File: src/rtl/axis_byte_rr_arbiter.sv
// Packet-level round-robin arbiter sharing one AXI-Stream byte lane between
// NUM_SRC requesters; grant is held per packet, oversized packets are truncated.
module axis_byte_rr_arbiter #(
  parameter int unsigned NUM_SRC     = 4,
  parameter int unsigned MAX_PKT_LEN = 1024,
  localparam int unsigned SRC_W      = $clog2(NUM_SRC),
  localparam int unsigned CNT_W      = $clog2(MAX_PKT_LEN + 1)
) (
  input  logic                 clk_8,
  input  logic                 reset_8,
  input  logic [NUM_SRC*8-1:0] s_tdata,
  input  logic [NUM_SRC-1:0]   s_tvalid,
  input  logic [NUM_SRC-1:0]   s_tlast,
  output logic [NUM_SRC-1:0]   s_tready,
  output logic [7:0]           m_tdata,
  output logic                 m_tvalid,
  output logic                 m_tlast,
  input  logic                 m_tready,
  output logic [SRC_W-1:0]     m_tid,
  output logic                 busy,
  output logic                 pkt_done,
  output logic                 trunc_err
);

  localparam logic [1:0] ST_IDLE = 2'd0;
  localparam logic [1:0] ST_XFER = 2'd1;
  localparam logic [1:0] ST_DROP = 2'd2;

  localparam logic [CNT_W-1:0] CNT_LAST = CNT_W'(MAX_PKT_LEN - 1);

  logic [1:0]       state, state_nxt;
  logic [SRC_W-1:0] grant, grant_nxt;
  logic [SRC_W-1:0] last_grant, last_grant_nxt;
  logic [CNT_W-1:0] byte_cnt, byte_cnt_nxt;
  logic             pkt_done_nxt, trunc_err_nxt;

  logic [7:0]       src_data [NUM_SRC];
  logic             arb_found;
  logic [SRC_W-1:0] arb_src;
  int unsigned      cand;
  logic             xfer_hs, drop_hs, at_limit;

  for (genvar i = 0; i < NUM_SRC; i++) begin : g_unpack
    assign src_data[i] = s_tdata[8*i +: 8];
  end

  // First requester after last_grant, ascending modulo NUM_SRC.
  always_comb begin
    arb_found = 1'b0;
    arb_src   = '0;
    cand      = 0;
    for (int unsigned k = 1; k <= NUM_SRC; k++) begin
      cand = (32'(last_grant) + k) % NUM_SRC;
      if (!arb_found && s_tvalid[SRC_W'(cand)]) begin
        arb_found = 1'b1;
        arb_src   = SRC_W'(cand);
      end
    end
  end

  always_ff @(posedge clk_8 or posedge reset_8) begin
    if (reset_8) begin
      state      <= ST_IDLE;
      grant      <= '0;
      last_grant <= SRC_W'(NUM_SRC - 1);
      byte_cnt   <= '0;
      pkt_done   <= 1'b0;
      trunc_err  <= 1'b0;
    end else begin
      state      <= state_nxt;
      grant      <= grant_nxt;
      last_grant <= last_grant_nxt;
      byte_cnt   <= byte_cnt_nxt;
      pkt_done   <= pkt_done_nxt;
      trunc_err  <= trunc_err_nxt;
    end
  end

  assign at_limit = (byte_cnt == CNT_LAST);
  assign xfer_hs  = (state == ST_XFER) && s_tvalid[grant] && m_tready;
  assign drop_hs  = (state == ST_DROP) && s_tvalid[grant];

  // Next state plus the zero-latency byte-lane mux.
  always_comb begin
    state_nxt      = state;
    grant_nxt      = grant;
    last_grant_nxt = last_grant;
    byte_cnt_nxt   = byte_cnt;
    pkt_done_nxt   = 1'b0;
    trunc_err_nxt  = 1'b0;
    m_tdata        = '0;
    m_tvalid       = 1'b0;
    m_tlast        = 1'b0;
    s_tready       = '0;

    case (state)
      ST_IDLE: begin
        if (arb_found) begin
          grant_nxt    = arb_src;
          byte_cnt_nxt = '0;
          state_nxt    = ST_XFER;
        end
      end
      ST_XFER: begin
        m_tdata         = src_data[grant];
        m_tvalid        = s_tvalid[grant];
        m_tlast         = s_tlast[grant] | at_limit;
        s_tready[grant] = m_tready;
        if (xfer_hs) begin
          if (s_tlast[grant]) begin
            pkt_done_nxt   = 1'b1;
            last_grant_nxt = grant;
            state_nxt      = ST_IDLE;
          end else if (at_limit) begin
            trunc_err_nxt = 1'b1;
            state_nxt     = ST_DROP;
          end else begin
            byte_cnt_nxt = byte_cnt + CNT_W'(1);
          end
        end
      end
      ST_DROP: begin
        s_tready[grant] = 1'b1;
        if (drop_hs && s_tlast[grant]) begin
          last_grant_nxt = grant;
          state_nxt      = ST_IDLE;
        end
      end
      default: state_nxt = ST_IDLE;
    endcase
  end

  assign m_tid = grant;
  assign busy  = (state != ST_IDLE);

endmodule

File: config.mk
export PLATFORM = sky130hd
export DESIGN_NAME = axis_byte_rr_arbiter
export DESIGN_NICKNAME = d
export VERILOG_FILES = /design/src/rtl/axis_byte_rr_arbiter.sv
export SDC_FILE = /design/constraint.sdc
export NUM_CORES = 1
export LEC_CHECK = 0
export ABC_AREA = 1
export CAP_MARGIN = 5
export CORE_UTILIZATION = 40
export CTS_CLUSTER_DIAMETER = 80
export DETAILED_ROUTE_END_ITERATION = 16
export PLACE_DENSITY = 0.77
export SYNTH_ARGS = -nofsm -noshare
export SYNTH_HDL_FRONTEND = slang
export SYNTH_SLANG_ARGS = --single-unit
File: constraint.sdc
create_clock -name clk_8 -period 1.75 [get_ports clk_8]
set_input_delay 0.35 -clock clk_8 [delete_from_list [all_inputs] [get_ports clk_8]]
set_output_delay 0.35 -clock clk_8 [all_outputs]
set_load 0.03 [all_outputs]
## After elaboration in Yosys (flattened, before gate mapping)

Cells that the tools add are included.

| storage, ports and cells | value |
|---|---|
| output and inout bits | 19 |
| register bits after elaboration | 19 |
| word-level logic and storage cells | 101 |
| input bits | 43 |

| cells by class | value |
|---|---|
| eq/ne operators | 10 |
| add/sub/neg operators | 5 |
| reductions and logical operators | 19 |
| bitwise gates (word level) | 3 |
| $lt $le $gt $ge | 7 |
| muxes and demuxes | 51 |

Operator list:

| cell | number |
|---|---|
| two-way mux 11 bit | 4 |
| two-way mux 2 bit | 12 |
| two-way mux 8 bit | 3 |
| case mux 11 bit (2 select lines) | 1 |
| two-way mux 1 bit | 20 |
| binary-select mux 8 bit (select 2 bit) | 1 |
| < comparator 2 x 3 -> 1 bit (second input constant) | 5 |
| binary-select mux 1 bit (select 2 bit) | 6 |
| adder 11 x 1 -> 11 bit (second input constant) | 1 |
| == test 11 x 10 -> 1 bit (second input constant) | 1 |
| logical AND 1 bit | 8 |
| != test 2 bit (second input constant) | 4 |
| case mux 4 bit (2 select lines) | 1 |
| AND reduction 4 bit | 2 |
| case mux 2 bit (3 select lines) | 1 |
| nonzero test 2 bit | 3 |
| AND reduction 5 bit | 1 |
| adder 2 x 1 -> 2 bit (second input constant) | 2 |
| adder 2 bit (second input constant) | 2 |
| AND 4 bit | 1 |
| != test 2 x 1 -> 1 bit (second input constant) | 2 |
| case mux 2 bit (2 select lines) | 1 |
| >= comparator 3 bit (second input constant) | 1 |
| logical NOT 1 bit | 3 |
| other kinds (9) | 9 |

## Depth between registers and ports, before layout

Gate-level depths: netlist (run 1).

| logic depth | value |
|---|---|
| depth after elaboration | 15 |
| gate-level depth with buffers | 14 |
| depth with buffers taken out | 12 |

## Worst setup path before layout (run 1)

No wires, ideal clock.

| timing path | value |
|---|---|
| kind | reg2out |
| start point | register grant[1] (netlist: m_tid[1]) |
| end point | output m_tdata[0] |
| cell stages (with the launch flop) | 5 |
| data required time | 1.400 ns |
| slack | -0.405 ns |
| data arrival time | 1.805 ns |
| buffers on the path | 2 |
| path through | dfrtp_1 > clkbuf_1 > clkbuf_1 > nand3_1 > a31oi_1 |

| on the way | value |
|---|---|
| longest elaborated chain between the ends | 5 |

Ends and longest elaborated chain:

| element | RTL line | source |
|---|---|---|
| from (decl) | 32 | `logic [SRC_W-1:0] grant, grant_nxt;` |
| from (signal assigned) | 71 | `grant <= grant_nxt;` |
| inverter 2 -> 3 bit (not written as such) | 105 | `m_tdata = src_data[grant];` |
| binary-select mux 8 bit (select 2 bit) | 105 |  |
| two-way mux 8 bit (not written as such) (2 in a row) | 105 |  |
| two-way mux 8 bit | 96 | `case (state)` |
| to (decl) | 15 | `output logic [7:0] m_tdata,` |

Every way passes these cells. The select of a mux whose other input is x is not followed.

## Worst setup path after layout (run 1)

| timing path | value |
|---|---|
| start point | register grant[0] (netlist: m_tid[0]) |
| end point | register byte_cnt[10] |

| on the way | value |
|---|---|
| longest elaborated chain between the ends | 6 |
| elaborated cells between the ends (all ways) | 9 |
| those cells by class | eq/ne (2); mux (4); reduce/logical (3) |

Ends and longest elaborated chain:

| element | RTL line | source |
|---|---|---|
| binary-select mux 1 bit (select 2 bit) | 80 | `assign xfer_hs = (state == ST_XFER) && s_tvalid[grant] && m_tready;` |
| two-way mux 1 bit (not written as such) | 80 |  |
| logical AND 1 bit (2 in a row) | 80 |  |
| != test 2 bit (no line) | - |  |
| AND reduction 5 bit (no line) (*) | - |  |
| to (signal assigned) | 73 | `byte_cnt <= byte_cnt_nxt;` |
| to (decl) | 34 | `logic [CNT_W-1:0] byte_cnt, byte_cnt_nxt;` |

Mark *: on every way between the ends. The rest lies on a longest branch, timed or not. The select of a mux whose other input is x is not followed.
A chain may end at the register's enable or synchronous reset.

==> results of run 1 <==
==> power breakdown <==
group	internal (mW)	switching (mW)
Combinational	2.26	2.96
Clock	0.163	0.170
Sequential	0.550	0.121
==> per-stage QoR <==
stage,worst slack (ns),hold WS [ns]
final,-0.222,0.431
after floorplan,0.000216,0.300
after global routing,-0.324,0.446
after detailed placement,-0.155,0.505
after CTS,-0.168,0.439
after global placement,-0.134,0.490
==> final timing paths <==
| check | end | from |
|---|---|---|
| hold / removal | byte_cnt[8] | reset_8 |
| hold reg to reg | byte_cnt[4] | byte_cnt[4] |
| setup reg to reg | byte_cnt[10] | m_tid[0] |
| setup / recovery | byte_cnt[10] | m_tid[0] |
| max in group asynchronous | last_grant[1] | reset_8 |
| min in group clk_8 | byte_cnt[4] | byte_cnt[4] |
==> cell usage after synthesis <==
library cell,number,share of area
sky130_fd_sc_hd__nor2_4,1,0.0063
sky130_fd_sc_hd__buf_6,3,0.019
sky130_fd_sc_hd__nand2_4,1,0.0063
sky130_fd_sc_hd__buf_12,1,0.011
sky130_fd_sc_hd__dfstp_2,2,0.029
sky130_fd_sc_hd__nand3b_1,2,0.0084
sky130_fd_sc_hd__nand3_1,39,0.11
sky130_fd_sc_hd__a22oi_1,8,0.033
sky130_fd_sc_hd__ha_1,4,0.028
sky130_fd_sc_hd__nand2_1,93,0.19
sky130_fd_sc_hd__a31oi_1,8,0.028
sky130_fd_sc_hd__inv_2,1,0.0021
sky130_fd_sc_hd__nand4_4,1,0.012
sky130_fd_sc_hd__buf_2,1,0.0028
sky130_fd_sc_hd__nor3_1,6,0.017
sky130_fd_sc_hd__nor2_8,1,0.011
sky130_fd_sc_hd__o21ai_2,2,0.0098
sky130_fd_sc_hd__nor2_1,16,0.033
sky130_fd_sc_hd__a21oi_1,6,0.017
sky130_fd_sc_hd__or2_2,3,0.010
sky130_fd_sc_hd__buf_4,2,0.0084
sky130_fd_sc_hd__xnor2_1,1,0.0049
sky130_fd_sc_hd__nor3b_1,2,0.0084
sky130_fd_sc_hd__inv_1,19,0.040
sky130_fd_sc_hd__o21ai_0,3,0.0084
sky130_fd_sc_hd__inv_4,2,0.0070
sky130_fd_sc_hd__nor2_2,2,0.0070
sky130_fd_sc_hd__and3_1,1,0.0035
sky130_fd_sc_hd__nand2_2,18,0.063
sky130_fd_sc_hd__dfrtp_1,17,0.24
sky130_fd_sc_hd__xor2_1,3,0.015
sky130_fd_sc_hd__clkbuf_1,5,0.010
==> area by class of cell <==
class,instances,area (um2),area share
clock buffer,4,45.0,0.0128
timing repair buffer,117,1160,0.328
multi-input combinational,222,1680,0.476
inverter,22,100,0.0284
sequential,19,482,0.137
tap,50,62.6,0.0178
==> metal layers <==
layer | track usage | vias to the layer above | part of all wire
li1 | - | 1110 | -
met1 | 0.338 | 1197 | 0.35
met2 | 0.494 | 184 | 0.49
met3 | 0.0510 | 48 | 0.10
met4 | 0.0867 | 0 | 0.050
met5 | 0 | - | 0
==> tightest hold or removal path, delay by kind of cell <==
| kind | cells | cell delay [ns] |
|---|---|---|
| buf+inv | 3 | 0.74 |
==> sequential cells by signal (all words and copies together) (netlist names) <==
| register | cells |
|---|---|
| byte_cnt | 11 |
| trunc_err | 1 |
| state | 2 |
| last_grant | 2 |
| m_tid | 2 |
| pkt_done | 1 |
==> cells by family (layout without fill, tap and decap cells) <==
logic type               count (synthesis)  count (layout)
XOR/XNOR                                 4               4
AND/OR/NAND/NOR                        186             187
AO/OA/AOI/OAI                           27              27
buffers and inverters                   34             143
adder cells (fa/ha/maj)                  4               4
flip-flops                              19              19
==> timing repair <==
item                       CTS  global route
pin swaps                   15            34
setup endpoints to repair   14            32
gates cloned                 0             1
buffers inserted             9            14
gates resized for setup     50            84
==> placed cells by master (no fill, tap or decap), types with 3 or more instances in the layout <==
cell and n:
sky130_fd_sc_hd__nand2_1 60, sky130_fd_sc_hd__buf_6 26, sky130_fd_sc_hd__nand2_2 39, sky130_fd_sc_hd__a22oi_2 8, sky130_fd_sc_hd__nor2_1 12, sky130_fd_sc_hd__nor3_1 3
sky130_fd_sc_hd__nand3_2 13, sky130_fd_sc_hd__xor2_1 3, sky130_fd_sc_hd__inv_1 10, sky130_fd_sc_hd__nand2_4 12, sky130_fd_sc_hd__inv_2 9, sky130_fd_sc_hd__buf_12 4
sky130_fd_sc_hd__clkbuf_8 3, sky130_fd_sc_hd__or2_2 3, sky130_fd_sc_hd__o21ai_4 3, sky130_fd_sc_hd__buf_4 40, sky130_fd_sc_hd__a21oi_1 4, sky130_fd_sc_hd__nor2_4 5
sky130_fd_sc_hd__dfrtp_2 3, sky130_fd_sc_hd__clkdlybuf4s50_1 44, sky130_fd_sc_hd__dfrtp_1 14, sky130_fd_sc_hd__a31oi_4 8, sky130_fd_sc_hd__nand3_1 25
==> flow_summary.rst, run 1 <==
.. list-table::
   :header-rows: 1

   * - Metric
     - Value
   * - Count of port buffers added during placement
     - 61
   * - Final-layout setup total negative slack
     - -4.08 ns
   * - Delay contributed by the slowest stage of the critical path
     - 0.45 ns
   * - R2r worst-path depth
     - 14
   * - Worst-case vdd ir drop
     - 0.00135 V
   * - Global-route usage over all layers
     - 0.279
   * - Final Max Tran Viols
     - 0
   * - Number of buffer and inverter instances along the worst setup path
     - 3
   * - Category of the worst setup path launch point
     - flip-flop
   * - Headroom to the max-slew limit
     - 0.768
   * - Number of standard-cell rows in the floorplan
     - 23
   * - Number of maximum-capacitance violations
     - 0
   * - Register-to-register setup slack
     - -0.22 ns
   * - Fin crit period
     - 1.97 ns
   * - Net total in the final layout
     - 432
   * - Leak
     - 1.56 nW
   * - Global-route wire length before repair
     - 9.87 mm
   * - Antenna viol nets, final
     - 0
   * - Seq cells post-synth
     - 19
   * - Net count after synthesis
     - 321
   * - Starting utilization of the core area
     - 0.433
   * - Worst setup EP type
     - flip-flop
   * - Worst-margin pin slew
     - 0.347 ns
   * - Unrepaired setup endpoints after global routing
     - true
   * - Yosys warns
     - 0
   * - Post-Place Cell Area
     - 2780 um2
   * - Multiplexer share of the synthesized area
     - 0
   * - Minimum setup slack in the final design
     - -0.222 ns
   * - Clock insertion delay at the later pin of the skew report
     - 0.27 ns
   * - Routed wire length per instance
     - 19.4 um
   * - Initial antenna violation count
     - 0
   * - Ratio of final minimum period to clock period
     - 1.13
   * - Power density over the cells
     - 1770 nW/um2
   * - Core area
     - 4140 um2
   * - Drt drc
     - 0
   * - Logic depth of the worst path, buffers included
     - 14
   * - Number of global-route vias before repair
     - 2163
   * - End-of-flow core utilization
     - 0.850
   * - Main combinational cell family by area after synthesis
     - simple AND/OR/NAND/NOR gates
   * - Combined area of all synthesized cells
     - 1790 um2
   * - Maximum clock frequency
     - 507 MHz
   * - Worst Path Required
     - 1.91 ns
   * - Die width
     - 69.0 um
   * - Post-Synth XOR/XNOR Area
     - 0.0195
   * - Count of cell types in the netlist
     - 32
   * - Post-Synth Simple-Gate Area
     - 0.490
   * - Final weighted congestion in routability-driven placement
     - 0.950
   * - Diodes inserted
     - 0
   * - Vias per inst
     - 5.85
   * - Y dimension of the die
     - 69.0 um
   * - Area Growth Syn to Fin
     - 96.2%
   * - Fill count
     - 196
   * - Portion of the post-synthesis area used by sequential elements
     - 0.266
   * - Sum of internal, switching and leakage power
     - 6.23 mW
   * - Final Instance Count excl. Fillers
     - 434
   * - Gate family responsible for the most delay along the worst path
     - simple AND/OR/NAND/NOR gates
   * - Outcome
     - finished, violations left
   * - Clock transition at the registers of the reported paths
     - 0.08 ns
   * - Compound-Gate Fraction of Synth Area
     - 0.0962
   * - Layout cell share with drive strength beyond 1
     - 0.518
   * - Most common cell on crit path
     - sky130_fd_sc_hd__nand2_2
   * - Critical Path, Cell by Cell
     - buf_12 > clkinv_8 > nand2_1 > nand2_1 > nand2_2 > nand2_2 > nand2_2 > nand2_2 > nand2_2 > nor2_4 > buf_6 > nand2_8 > nand2_2 > nand2_1
   * - Type of the worst setup path
     - flip-flop to flip-flop
   * - Vias post-DR
     - 2539
   * - Total detailed-routing wirelength
     - 8.43 mm
   * - Overall die area
     - 4760 um2
   * - Top-Level Pins
     - 62
   * - Violations in the final reports
     - negative setup slack
   * - Final-report hold violation count
     - 0
   * - Maximum number of buffers from clock root to sink
     - 2
   * - Worst EP arrival
     - 2.14 ns
   * - Clock sink count
     - 19
   * - Worst-path cell with the longest stage delay
     - sky130_fd_sc_hd__dfrtp_2
   * - Cell at the root of the clock tree
     - sky130_fd_sc_hd__clkbuf_8
   * - Critical path peak fanout
     - 7
   * - CTS tree
     - yes
   * - Cts bufs inserted
     - 3
   * - Setup clock skew after layout
     - 0.00619 ns
   * - Adder and majority gate portion of the synthesized area
     - 0.0279
   * - Maximum number of pins on one net before global-route repair
     - 20
   * - Placed cell count
     - 408
   * - Drt first-iter violations
     - 231
   * - Total of endpoints with negative setup slack in the final report
     - 29
   * - Total overflow reported by the global router
     - 0
   * - Count of H-tree levels built during CTS
     - 1
   * - Worst min path class
     - primary input to async pin
   * - Number of instances in the synthesized netlist
     - 274
   * - Hpwl dp
     - 4.29 mm
   * - Total of hold buffers inserted after clock tree synthesis
     - 0
   * - Post-synthesis area per instance
     - 6.55 um2
   * - Final cell area excluding filler cells
     - 3520 um2
   * - Initial DRT Pass Iterations
     - 5
No activity file was read; power rests on OpenSTA's default activity.
==> run 2, diff against run 1 <==
- CORE_ASPECT_RATIO: default -> 0.6
- CORE_MARGIN: default -> 2
==> run 2 against run 1 <==
Effect of this change: largest power group unchanged; the run still ends with negative setup slack left; maximum frequency up 0.47%; clock skew down 0.0039 ns; first-iteration DRC count down 15%.
==> flow_summary.rst, run 2 (same netlist as run 1, synthesis figures left out) <==
.. list-table::
   :header-rows: 1

   * - Metric
     - Value
   * - Vias per inst
     - 5.51 (was 5.85)
   * - Worst setup timing slack at the placement stage
     - -0.230 ns (was -0.155 ns)
   * - R2r worst-path depth
     - 14 (unchanged)
   * - Worst min path class
     - primary input to async pin (unchanged)
   * - Unrepaired setup endpoints after global routing
     - true (unchanged)
   * - Worst EP arrival
     - 1.61 ns (was 2.14 ns)
   * - Violations in the final reports
     - negative setup slack (unchanged)
   * - Worst-case vdd ir drop
     - 0.00118 V (was 0.00135 V)
   * - Min Hold Slack
     - 0.429 ns (was 0.431 ns)
   * - Leak
     - 1.56 nW (about the same)
   * - Total of hold buffers inserted after clock tree synthesis
     - 0 (unchanged)
   * - Final cell area excluding filler cells
     - 3560 um2 (was 3520 um2)
   * - Maximum number of pins on one net before global-route repair
     - 20 (unchanged)
   * - Area Growth Syn to Fin
     - 98.7% (was 96.2%)
   * - CTS tree
     - yes (unchanged)
   * - Fin crit period
     - 1.96 ns (was 1.97 ns)
   * - Most frequent cells in the layout
     - 65 x sky130_fd_sc_hd__nand2_1, 48 x sky130_fd_sc_hd__buf_4, 42 x sky130_fd_sc_hd__clkdlybuf4s50_1 (was 60 x sky130_fd_sc_hd__nand2_1, 44 x sky130_fd_sc_hd__clkdlybuf4s50_1, 40 x sky130_fd_sc_hd__buf_4)
   * - Number of maximum-capacitance violations
     - 0 (unchanged)
   * - Largest register by flop count
     - byte_cnt (unchanged)
   * - Hpwl dp
     - 4.38 mm (was 4.29 mm)
   * - Total detailed-routing wirelength
     - 8.15 mm (was 8.43 mm)
   * - Total overflow reported by the global router
     - 0 (unchanged)
   * - Cell at the root of the clock tree
     - sky130_fd_sc_hd__clkbuf_8 (unchanged)
   * - Diodes inserted
     - 0 (unchanged)
   * - Number of standard-cell rows in the floorplan
     - 18 (was 23)
   * - Count of H-tree levels built during CTS
     - 1 (unchanged)
   * - Cts bufs inserted
     - 3 (unchanged)
   * - Overall die area
     - 5060 um2 (was 4760 um2)
   * - Placed cell count
     - 418 (was 408)
   * - Vias post-DR
     - 2487 (was 2539)
   * - Category of the worst setup path launch point
     - flip-flop (unchanged)
   * - Headroom to the max-slew limit
     - 0.777 (was 0.768)
   * - Layout cell share with drive strength beyond 1
     - 0.542 (was 0.518)
   * - Drt drc
     - 0 (unchanged)
   * - Post-Place Cell Area
     - 2780 um2 (unchanged)
   * - Count of port buffers added during placement
     - 61 (unchanged)
   * - Starting utilization of the core area
     - 0.426 (was 0.433)
   * - Top routing layer in use
     - met4 (unchanged)
   * - Global-route wire length before repair
     - 12.3 mm (was 9.87 mm)
   * - Total of endpoints with negative setup slack in the final report
     - 25 (was 29)
   * - Initial antenna violation count
     - 0 (unchanged)
   * - Clock sink count
     - 19 (unchanged)
   * - Drt first-iter violations
     - 196 (was 231)
   * - Routed wire length per instance
     - 18.1 um (was 19.4 um)
   * - Global-route usage over all layers
     - 0.304 (was 0.279)
   * - Core area
     - 4210 um2 (was 4140 um2)
   * - Worst Path Required
     - 1.40 ns (was 1.91 ns)
   * - Final Instance Count excl. Fillers
     - 451 (was 434)
   * - Critical path peak fanout
     - 2 (was 7)
   * - Die width
     - 90.5 um (was 69.0 um)
   * - Detail Route met2 WL
     - 4.15 mm (unchanged)
   * - Top-Level Pins
     - 62 (unchanged)
   * - Length of routed met3 wiring
     - 663 um (was 883 um)
   * - Power density over the cells
     - 1700 nW/um2 (was 1770 nW/um2)
   * - Ratio of final minimum period to clock period
     - 1.12 (was 1.13)
   * - Maximum clock frequency
     - 509 MHz (was 507 MHz)
   * - Minimum setup slack in the final design
     - -0.213 ns (was -0.222 ns)
   * - M1 WL
     - 3.10 mm (was 2.97 mm)
   * - Type of the worst setup path
     - flip-flop to output port (was flip-flop to flip-flop)
   * - Final weighted congestion in routability-driven placement
     - 0.844 (was 0.950)
   * - Final Max Tran Viols
     - 0 (unchanged)
   * - Max reg flops
     - 11 (unchanged)
   * - Most common cell after layout, fill and taps aside
     - sky130_fd_sc_hd__nand2_1 (unchanged)
   * - Clock transition at the registers of the reported paths
     - 0.08 ns (about the same)
   * - Outcome
     - finished, violations left (unchanged)
   * - Fill count
     - 217 (was 196)
   * - Initial DRT Pass Iterations
     - 5 (unchanged)
   * - Worst setup EP type
     - output port (was flip-flop)
   * - Net total in the final layout
     - 439 (was 432)
   * - Number of global-route vias before repair
     - 2399 (was 2163)
   * - Y dimension of the die
     - 55.9 um (was 69.0 um)
   * - Setup clock skew after layout
     - 0.00233 ns (was 0.00619 ns)
   * - Maximum number of buffers from clock root to sink
     - 2 (unchanged)
   * - Clock insertion delay at the later pin of the skew report
     - 0.26 ns (was 0.27 ns)
   * - Worst-margin pin slew
     - 0.333 ns (was 0.347 ns)
   * - Antenna viol nets, final
     - 0 (unchanged)
   * - Final-report hold violation count
     - 0 (unchanged)
run 2: worst max-delay path, stage by stage (launching register included):
cell and delay, ns:
sky130_fd_sc_hd__dfrtp_1 0.41, sky130_fd_sc_hd__ha_4 0.18, sky130_fd_sc_hd__nand2_4 0.06, sky130_fd_sc_hd__nor2_4 0.12, sky130_fd_sc_hd__nand3_2 0.11, sky130_fd_sc_hd__nor2_2 0.13, sky130_fd_sc_hd__inv_2 0.07, sky130_fd_sc_hd__a21oi_4 0.12
sky130_fd_sc_hd__buf_6 0.15
run 2: report_power, final:
part           total (mW)  switching (mW)  leakage [nW]  internal [mW]
Combinational        5.10            2.90          1.29           2.19
Sequential          0.659           0.111         0.249          0.548
Clock               0.320           0.162        0.0255          0.159
Total                6.07            3.18          1.56           2.90
run 2: through the flow:
stage / util / power [mW] / setup TNS (ns)
after floorplan: - / 3.14 / 0
after global placement: 0.661 / 4.04 / -2.69
after detailed placement: 0.661 / 4.11 / -3.70
after CTS: 0.800 / 5.46 / -0.920
after global routing: 0.846 / 6.37 / -3.67
final: 0.846 / 6.07 / -1.92
run 2: layout make-up:
cell class / instances / area, um2 / share of cell area
multi-input cells: 222 / 1680 / 0.471
well taps: 60 / 75.1 / 0.0211
clock buffers: 3 / 41.3 / 0.0116
inverters: 22 / 97.6 / 0.0274
repair buffers: 124 / 1180 / 0.332
flip-flops and latches: 19 / 480 / 0.135
clock inverters: 1 / 5.00 / 0.00140
run 2: per-layer routing:
metal | global-route usage | vias to the layer above
met1 | 0.363 | 1172
met2 | 0.551 | 153
met3 | 0.0637 | 31
li1 | - | 1131
met5 | 0 | -
met4 | 0.0923 | 0
run 2: timing repair:
item	in CTS	in global routing
cloned	4	0
setup endpoints to repair	28	32
resized for setup	102	37
pin swaps	49	26
setup buffers	19	10
run 2: worst paths after layout:
| kind | slack (ns) | start | endpoint |
|---|---|---|---|
| max | -0.21 | byte_cnt[0] | m_tlast |
| min | 0.43 | reset_8 | byte_cnt[2] |
| max reg2reg | -0.09 | m_tid[0] | byte_cnt[8] |
| min reg2reg | 0.55 | last_grant[0] | last_grant[0] |
| max in group asynchronous | 1.05 | reset_8 | last_grant[0] |
| min in group clk_8 | 0.55 | last_grant[0] | last_grant[0] |
==> run 3, diff against run 2 <==
- SLEW_MARGIN: default -> 20
- TNS_END_PERCENT: default -> 10
==> run 3 against run 2 <==
Effect of this change: the flow still finishes with violations (negative setup slack); clock-buffer cell count unchanged; clock power is essentially flat; critical path depth fell by 1; clock skew increased by 0.0041 ns; die area unchanged; routed wire length is 15% lower; total power decreased by 11%; global-route usage shrank 5.2 points; hold slack worse by 0.0078 ns; flip-flop and latch count is the same; critical path type unchanged; critical endpoint unchanged.
==> flow_summary.rst, run 3 (same netlist as run 1, synthesis figures left out) <==
.. list-table::
   :header-rows: 1

   * - Metric
     - Value
   * - Worst Path Required
     - 1.40 ns (about the same)
   * - GR Util met1
     - 0.345 (was 0.363)
   * - Final weighted congestion in routability-driven placement
     - 0.844 (unchanged)
   * - Worst setup EP type
     - output port (unchanged)
   * - Combinational fraction of design power
     - 0.822 (was 0.839)
   * - Count of port buffers added during placement
     - 61 (unchanged)
   * - R2r worst-path depth
     - 8 (was 14)
   * - Top-Level Pins
     - 62 (unchanged)
   * - Overall die area
     - 5060 um2 (unchanged)
   * - Vias post-DR
     - 2267 (was 2487)
   * - Final-layout setup total negative slack
     - -2.18 ns (was -1.92 ns)
   * - Met3 demand-to-capacity share in global routing
     - 0.0569 (was 0.0637)
   * - Clock sink count
     - 19 (unchanged)
   * - Register-to-register setup slack
     - -0.09 ns (about the same)
   * - Area occupied by multi-input gates
     - 1560 um2 (was 1680 um2)
   * - Outcome
     - finished, violations left (unchanged)
   * - Y dimension of the die
     - 55.9 um (unchanged)
   * - Internal power
     - 2.57 mW (was 2.90 mW)
   * - Most common cell after layout, fill and taps aside
     - sky130_fd_sc_hd__nand2_1 (unchanged)
   * - Switching power
     - 2.85 mW (was 3.18 mW)
   * - Violations in the final reports
     - negative setup slack (unchanged)
   * - Total of hold buffers inserted after clock tree synthesis
     - 0 (unchanged)
   * - Number of maximum-capacitance violations
     - 0 (unchanged)
   * - Maximum number of pins on one net before global-route repair
     - 20 (unchanged)
   * - Sequential cell area
     - 480 um2 (unchanged)
   * - Number of global-route vias before repair
     - 2066 (was 2399)
   * - Global-route wire length before repair
     - 10.3 mm (was 12.3 mm)
   * - Final Max Tran Viols
     - 0 (unchanged)
   * - Starting utilization of the core area
     - 0.426 (unchanged)
   * - Share of power burned in registers
     - 0.119 (was 0.108)
   * - Total detailed-routing wirelength
     - 6.88 mm (was 8.15 mm)
   * - Number of standard-cell rows in the floorplan
     - 18 (unchanged)
   * - Setup clock skew after layout
     - 0.00645 ns (was 0.00233 ns)
   * - Count of H-tree levels built during CTS
     - 1 (unchanged)
   * - Delay contributed by the slowest stage of the critical path
     - 0.43 ns (was 0.41 ns)
   * - Worst-path cell with the longest stage delay
     - sky130_fd_sc_hd__dfrtp_1 (unchanged)
   * - Critical Path, Cell by Cell
     - nand2_1 > nor2_1 > nand3_2 > nor2_4 > inv_2 > a21oi_4 > buf_6 (was ha_4 > nand2_4 > nor2_4 > nand3_2 > nor2_2 > inv_2 > a21oi_4 > buf_6)
   * - Final Instance Count excl. Fillers
     - 436 (was 451)
   * - Layout cell share with drive strength beyond 1
     - 0.457 (was 0.542)
   * - Antenna viol nets, final
     - 0 (unchanged)
   * - Area Growth Syn to Fin
     - 84.2% (was 98.7%)
   * - Clock transition at the registers of the reported paths
     - 0.08 ns (about the same)
   * - Most frequent cells in the layout
     - 75 x sky130_fd_sc_hd__nand2_1, 44 x sky130_fd_sc_hd__clkdlybuf4s50_1, 42 x sky130_fd_sc_hd__buf_4 (was 65 x sky130_fd_sc_hd__nand2_1, 48 x sky130_fd_sc_hd__buf_4, 42 x sky130_fd_sc_hd__clkdlybuf4s50_1)
   * - Drt drc
     - 0 (unchanged)
   * - Worst EP arrival
     - 1.61 ns (about the same)
   * - Cell at the root of the clock tree
     - sky130_fd_sc_hd__clkbuf_8 (unchanged)
   * - Max reg flops
     - 11 (unchanged)
   * - Number of buffer and inverter instances along the worst setup path
     - 2 (unchanged)
   * - Post-Place Cell Area
     - 2780 um2 (unchanged)
   * - Worst min path class
     - primary input to async pin (unchanged)
   * - Cts bufs inserted
     - 3 (unchanged)
   * - Category of the worst setup path launch point
     - flip-flop (unchanged)
   * - Met2 Resource Use GR
     - 0.416 (was 0.551)
   * - Gate family responsible for the most delay along the worst path
     - simple AND/OR/NAND/NOR gates (unchanged)
   * - Routed wire length per instance
     - 15.8 um (was 18.1 um)
   * - Fill count
     - 271 (was 217)
   * - Total of endpoints with negative setup slack in the final report
     - 25 (unchanged)
   * - Worst setup timing slack at the placement stage
     - -0.230 ns (unchanged)
   * - Headroom to the max-slew limit
     - 0.778 (was 0.777)
   * - Drt first-iter violations
     - 133 (was 196)
   * - Leak
     - 1.47 nW (was 1.56 nW)
   * - Maximum clock frequency
     - 509 MHz (about the same)
   * - Critical path peak fanout
     - 4 (was 2)
   * - Largest register by flop count
     - byte_cnt (unchanged)
   * - Core area
     - 4210 um2 (unchanged)
   * - Minimum setup slack in the final design
     - -0.214 ns (was -0.213 ns)
   * - Total overflow reported by the global router
     - 0 (unchanged)
   * - Global-route usage over all layers
     - 0.251 (was 0.304)
   * - Switching portion of total power
     - 0.526 (was 0.523)
   * - Unrepaired setup endpoints after global routing
     - true (unchanged)
   * - Type of the worst setup path
     - flip-flop to output port (unchanged)
   * - CTS tree
     - yes (unchanged)
   * - Proportion of power drawn by the clock network
     - 0.059 (was 0.053)
   * - Hpwl dp
     - 4.38 mm (unchanged)
   * - Placed cell count
     - 418 (unchanged)
   * - Worst-case vdd ir drop
     - 0.00112 V (was 0.00118 V)
   * - Final-report hold violation count
     - 0 (unchanged)
   * - Final cell area excluding filler cells
     - 3300 um2 (was 3560 um2)
   * - Worst-margin pin slew
     - 0.333 ns (about the same)
   * - Initial DRT Pass Iterations
     - 5 (unchanged)
   * - Reg-to-Reg Start
     - last_grant[0] (was m_tid[0])
   * - Net total in the final layout
     - 424 (was 439)
   * - Peak-usage layer in the global routing report
     - met2 (unchanged)
   * - Die width
     - 90.5 um (unchanged)
   * - Power density over the cells
     - 1640 nW/um2 (was 1700 nW/um2)
   * - Diodes inserted
     - 0 (unchanged)
   * - Clock insertion delay at the later pin of the skew report
     - 0.26 ns (about the same)
   * - Vias per inst
     - 5.20 (was 5.51)
   * - Ratio of final minimum period to clock period
     - 1.12 (about the same)
   * - Maximum number of buffers from clock root to sink
     - 2 (unchanged)
   * - Fin crit period
     - 1.96 ns (about the same)
   * - Endpoint of the lowest-slack register-to-register path
     - byte_cnt[8] (unchanged)
   * - Initial antenna violation count
     - 0 (unchanged)
[run 3: repair_timing]
item,4_1_cts,5_1_grt
gates cloned,0,2
buffers inserted,8,6
gates resized for setup,46,45
setup endpoints to repair,28,31
hold endpoints to repair,0,0
pin swaps,8,16
[run 3: layout make-up]
type / count / share of cell area
Multi-Input combinational cell: 222 / 0.472
Timing Repair Buffer: 109 / 0.318
Sequential cell: 19 / 0.145
Inverter: 22 / 0.0280
Tap cell: 60 / 0.0227
Clock buffer: 3 / 0.0125
Clock inverter: 1 / 0.00151
[run 3: stage by stage]
step	hold slack, ns	util	total power, mW
2_1_floorplan	0.300	-	3.14
3_3_place_gp	0.490	0.661	4.04
3_5_place_dp	0.504	0.661	4.11
4_1_cts	0.428	0.729	4.81
5_1_grt	0.434	0.785	5.78
6_report	0.421	0.785	5.42
[run 3: how the worst max path moves through the flow]
| stage | start | endpoint | slack (ns) | cells after the start |
|---|---|---|---|---|
| floorplan | state[1] | m_tdata[0] | 0.0002 | 7 |
| global placement | s_tvalid[1] | byte_cnt[3] | -0.16 | 12 |
| detailed placement | s_tvalid[1] | byte_cnt[8] | -0.23 | 12 |
| CTS | byte_cnt[0] | m_tlast | -0.19 | 8 |
| global route | byte_cnt[7] | m_tlast | -0.29 | 7 |
| finish | byte_cnt[7] | m_tlast | -0.21 | 7 |
[run 3: metal layers]
metal,part of all wire,vias to the layer above
met5,0,-
li1,-,1103
met3,0.073,21
met4,0.031,0
met1,0.42,1045
met2,0.48,98
[run 3: worst register-to-register path, cell delays in order, from the launching register on]
cell                      delay [ns]
sky130_fd_sc_hd__dfstp_2        0.61
sky130_fd_sc_hd__inv_4          0.08
sky130_fd_sc_hd__nand2_1        0.08
sky130_fd_sc_hd__nand2_2        0.09
sky130_fd_sc_hd__o21ai_2        0.23
sky130_fd_sc_hd__nand4_4        0.27
sky130_fd_sc_hd__buf_8          0.23
sky130_fd_sc_hd__nand3_1        0.08
sky130_fd_sc_hd__nand2_1        0.07
[run 3: power groups by stage]
stage	combinational (mW)	clock (mW)	sequential, mW
2_1_floorplan	2.46	0	0.675
3_3_place_gp	3.38	0	0.658
3_5_place_dp	3.44	0	0.666
4_1_cts	3.83	0.320	0.663
5_1_grt	4.77	0.348	0.656
6_report	4.45	0.321	0.645
